<file path="config.mk">
export PLATFORM = sky130hd
export DESIGN_NAME = pipe_reg_chain
export DESIGN_NICKNAME = d
export VERILOG_FILES = /design/src/rtl/pipe_reg_chain.sv
export SDC_FILE = /design/constraint.sdc
export NUM_CORES = 1
export LEC_CHECK = 0
export BUFFER_PORTS_ARGS = -buffer_cell sky130_fd_sc_hd__buf_2
export CORE_MARGIN = 3
export CORE_UTILIZATION = 47
export DETAILED_ROUTE_END_ITERATION = 16
export GPL_TIMING_DRIVEN = 0
export HOLD_SLACK_MARGIN = 0.06
export PLACE_DENSITY = 0.67
export SLEW_MARGIN = 10
export SYNTH_ARGS = -nofsm -noshare
export SYNTH_HDL_FRONTEND = slang
export SYNTH_HIERARCHICAL = 1
export SYNTH_SLANG_ARGS = --single-unit
</file>
<file path="constraint.sdc">
create_clock -name clk -period 1.75 [get_ports clk]
set_input_delay 0.0875 -clock clk [delete_from_list [all_inputs] [get_ports clk]]
set_output_delay 0.0875 -clock clk [all_outputs]
set_load 0.05 [all_outputs]
</file>
<file path="src/rtl/pipe_reg_chain.sv">
// DEPTH-deep delay line with run-time tap select, valid sideband, flush and fill counter.
// Optional build macro PIPE_REG_ZERO_INVALID_EN forces out to 0 whenever out_valid is low.

module pipe_reg_stage #(
  parameter int WIDTH = 18
) (
  input  logic             clk,
  input  logic             rst_n,
  input  logic             clk_en,
  input  logic             flush,
  input  logic [WIDTH-1:0] d,
  input  logic             d_valid,
  output logic [WIDTH-1:0] q,
  output logic             q_valid
);
  // Flush kills the valid bit unconditionally but lets data keep shifting.
  always_ff @(posedge clk) begin
    if (!rst_n) begin
      q       <= '0;
      q_valid <= 1'b0;
    end else begin
      if (clk_en) q <= d;
      if (flush)       q_valid <= 1'b0;
      else if (clk_en) q_valid <= d_valid;
    end
  end
endmodule

module pipe_reg_chain #(
  parameter int WIDTH = 18,
  parameter int DEPTH = 4,
  parameter int LW    = $clog2(DEPTH+1)
) (
  input  logic             clk,
  input  logic             rst_n,
  input  logic             clk_en,
  input  logic             flush,
  input  logic [LW-1:0]    lat_sel,
  input  logic [WIDTH-1:0] d,
  input  logic             d_valid,
  output logic [WIDTH-1:0] out,
  output logic             out_valid,
  output logic             primed
);
  localparam logic [LW-1:0] DEPTH_L = LW'(DEPTH);

  logic [DEPTH:0][WIDTH-1:0] dat_pipe;
  logic [DEPTH:0]            vld_pipe;
  logic [LW-1:0]             fill_cnt;
  logic [LW-1:0]             lat;
  logic [WIDTH-1:0]          raw;

  assign dat_pipe[0] = d;
  assign vld_pipe[0] = d_valid;

  for (genvar i = 1; i <= DEPTH; i++) begin : g_stage
    pipe_reg_stage #(.WIDTH(WIDTH)) u_stage (
      .clk     (clk),
      .rst_n   (rst_n),
      .clk_en  (clk_en),
      .flush   (flush),
      .d       (dat_pipe[i-1]),
      .d_valid (vld_pipe[i-1]),
      .q       (dat_pipe[i]),
      .q_valid (vld_pipe[i])
    );
  end

  always_ff @(posedge clk) begin
    if (!rst_n)                               fill_cnt <= '0;
    else if (flush)                           fill_cnt <= '0;
    else if (clk_en && fill_cnt != DEPTH_L)   fill_cnt <= fill_cnt + LW'(1);
  end

  // Tap select is purely combinational so lat_sel changes take effect in-cycle.
  assign lat       = (lat_sel > DEPTH_L) ? DEPTH_L : lat_sel;
  assign raw       = dat_pipe[lat];
  assign out_valid = vld_pipe[lat];
  assign primed    = (fill_cnt >= lat);

`ifdef PIPE_REG_ZERO_INVALID_EN
  assign out = out_valid ? raw : '0;
`else
  assign out = raw;
`endif

endmodule

</file>
==> impl_metrics.ini <==
[status]
status = finished clean

[route]
wl_met3_um = 323
drc = 0
routed_wl_um = 8740
drt.antenna.violating_nets = 0
routedWlPerCell_um = 16.4
routed-wl-met2_um = 4140
wl_met1_um = 4220
topRoutingLayerUsed = met4
drt-vias-per-instance = 5.07
num_vias = 2709
firstDrtPassIters = 7
drt_iter0_drc = 133

[grt]
grt-ovfl-total = 0
grt_pass1_wl_um = 14100
grt_antenna_before_repair = 0
grtUsageTotal = 0.188
grt_pass1_vias = 2775
grt_max_degree = 42

[critical_path]
crit_arrival_ns = 1.58
critPathCaptureType = primary output
r2r_start = fill_cnt[1]
critical_path.cell_chain = inv_2, ha_4, nand2b_4, a21o_1, a21o_1, buf_6
rr_worst_depth = 5
slowest_stage = dfxtp_2
critPathKind = flip-flop to primary output
timing.rr.end = fill_cnt[1]
r2r_slack_ns = 0.50
cp.buffers_inverters = 2
critPathLaunchType = flip-flop
worstPathMaxFanout = 2
cp.required_ns = 1.66
critical-path-top-delay-family = compound AO/OA/AOI/OAI gates
crit_top_cell = a21o_1
max_stage_delay_ns = 0.34

[floorplan]
die-area_mm2 = 0.00945
io_pins = 46
initial_core_util = 0.496
die_height_um = 97.2
die_x_um = 97.2
row_count = 32
design.core.area_mm2 = 0.00789

[hold_path]
hold_start = d_valid
worstHoldPathCells = 3
min_path_type = primary input to flip-flop
min_to = g_stage[1].u_stage/q_valid

[placement]
hpwlAfterDp_um = 5590
port_buffers = 45
gp_congestion = 0.727
pre_cts_ws_ns = -0.155

[cts]
insertion_delay_ns = 0.35
tritoncts = built
clk_path_buf_depth = 2
clkTransAtPathRegs_ns = 0.08
cts_buffers = 9
clockRootBuffer = clkbuf_8
h-tree-depth = 3
clock-sinks = 79

[sta]
rsz0062_at_grt = no
timing.fmax_ghz = 0.599
maxSlewViolCount = 0
worst_slew_pin_slew_ns = 0.582
setup_ws_ns = 0.0805
relSlewSlack = 0.612
setup_violations = 0
finClkSkew_ns = 0.0101
hold_viol_final = 0
setup_tns_ns = 0
min_period_ns = 1.67
post-route-period-util = 0.954

[finish]
utilization = 0.592
area_growth_pct = 19.5
drive_gt1_frac = 0.204
nNetsFinal = 459
n_antenna_cell = 0

[synthesis]
syn_area_mm2 = 0.00391
syn_inst = 353
ys_seq_elements = 79
synth_edf_count = 0
seq_area_frac_synth = 0.405
synth_cell_type_count = 23
synth_flop_cell = dfxtp_1
syn_nets = 384
yosys_warnings = 6
async_reset_ff_frac = 0
syn_avg_cell_area_um2 = 11.1

[power_and_ir_drop]
power_density_mw_per_mm2 = 824
ir_worst_vdd_mv = 0.461
p_leak_nw = 2.07

[job]
max-cap-violations = 0
==> cell families (layout without fill, tap and decap cells) <==
kind of cell	Yosys count	count (layout)	synth area share
xor+xnor	1	1	0.00224
simple gates	85	85	0.145
buf+inv	45	124	0.0823
flops	79	79	0.405
compound gates	23	23	0.0557
fa+ha+maj	5	5	0.0160
mux	115	115	0.294
==> cells in the mapped netlist, types with 2 or more instances <==
| cell type | number | share of area |
|---|---|---|
| a21o_1 | 2 | 0.0038 |
| a222oi_1 | 19 | 0.049 |
| buf_12 | 6 | 0.031 |
| buf_6 | 6 | 0.017 |
| clkbuf_1 | 7 | 0.0067 |
| dfxtp_1 | 79 | 0.40 |
| dlygate4sd1_1 | 2 | 0.0045 |
| ha_1 | 5 | 0.016 |
| inv_1 | 21 | 0.020 |
| inv_2 | 3 | 0.0029 |
| mux2i_1 | 115 | 0.29 |
| nand2b_1 | 2 | 0.0032 |
| nor2_1 | 2 | 0.0019 |
| nor2b_1 | 72 | 0.12 |
| nor3b_2 | 4 | 0.013 |
==> what timing repair did <==
item / in CTS / in global routing
buffers inserted: 1 / 0
resized for setup: 5 / 2
hold buffers: 19 / 0
setup endpoints to repair: 2 / 1
gates cloned: 0 / 0
hold endpoints to repair: 22 / 0
==> state kept, by name, indices dropped and copies added, names as in the netlist <==
| signal | cells |
|---|---|
| g_stage.u_stage/q | 72 |
| g_stage.u_stage/q_valid | 4 |
| fill_cnt | 3 |
==> cell usage in the layout, fill, tap and decap left out, types with 2 or more instances in the layout <==
cell	instances
mux2i_1	115
dfxtp_1	78
nor2b_1	72
buf_2	44
inv_1	20
a222oi_1	19
dlygate4sd3_1	19
clkbuf_8	9
buf_6	7
buf_12	6
clkbuf_1	5
inv_2	4
ha_1	4
nor3b_2	4
clkinvlp_4	3
nand2b_4	2
dlygate4sd1_1	2
a21o_1	2
nor2_1	2
clkinv_2	2
==> final cells by class <==
cell class	instances	area (um^2)
multi-input cells	229	2030
fillers	702	3220
flip-flops and latches	79	1580
clock buffers	9	124
plain buffers	20	229
clock inverters	6	62.6
inverters	24	90.1
repair buffers	65	429
well taps	102	128
==> worst max-delay path by stage <==
stage	end	from	slack (ns)	cells past startpoint
after floorplan	out[0]	lat_sel[2]	-0.10	4
after global placement	primed	lat_sel[2]	-0.14	8
after detailed placement	primed	lat_sel[2]	-0.15	8
after CTS	primed	fill_cnt[0]	0.005	6
after global routing	primed	fill_cnt[0]	0.01	6
final	primed	fill_cnt[0]	0.08	6
==> power by group <==
part           switching, mW  internal [mW]
Combinational          0.375          0.288
Sequential            0.0367           1.85
Clock                  0.658          0.645
Total                   1.07           2.78
==> worst reg2reg max path: stages, from the launching register on <==
cell and delay (ns):
dfxtp_1 0.39, inv_1 0.06, ha_1 0.19, a21boi_1 0.25
mux2i_1 0.22, nor2_1 0.05
==> metrics by stage <==
stage / total power [mW] / instances / hold slack [ns] / area (um^2)
floorplan: 2.38 / 353 / 0.157 / 3910
global route: 4.01 / 534 / 0.0886 / 4670
global placement: 2.54 / 500 / 0.358 / 4260
detailed placement: 2.55 / 500 / 0.368 / 4260
finish: 3.85 / 534 / 0.0945 / 4670
CTS: 3.90 / 534 / 0.0845 / 4650
==> per-layer routing <==
metal / track usage / up-vias
met5: 0 / -
met1: 0.247 / 1270
li1: - / 1391
met3: 0.0459 / 5
met4: 0.0454 / 0
met2: 0.311 / 43
Note: power is estimated with default switching activity, not from simulation.
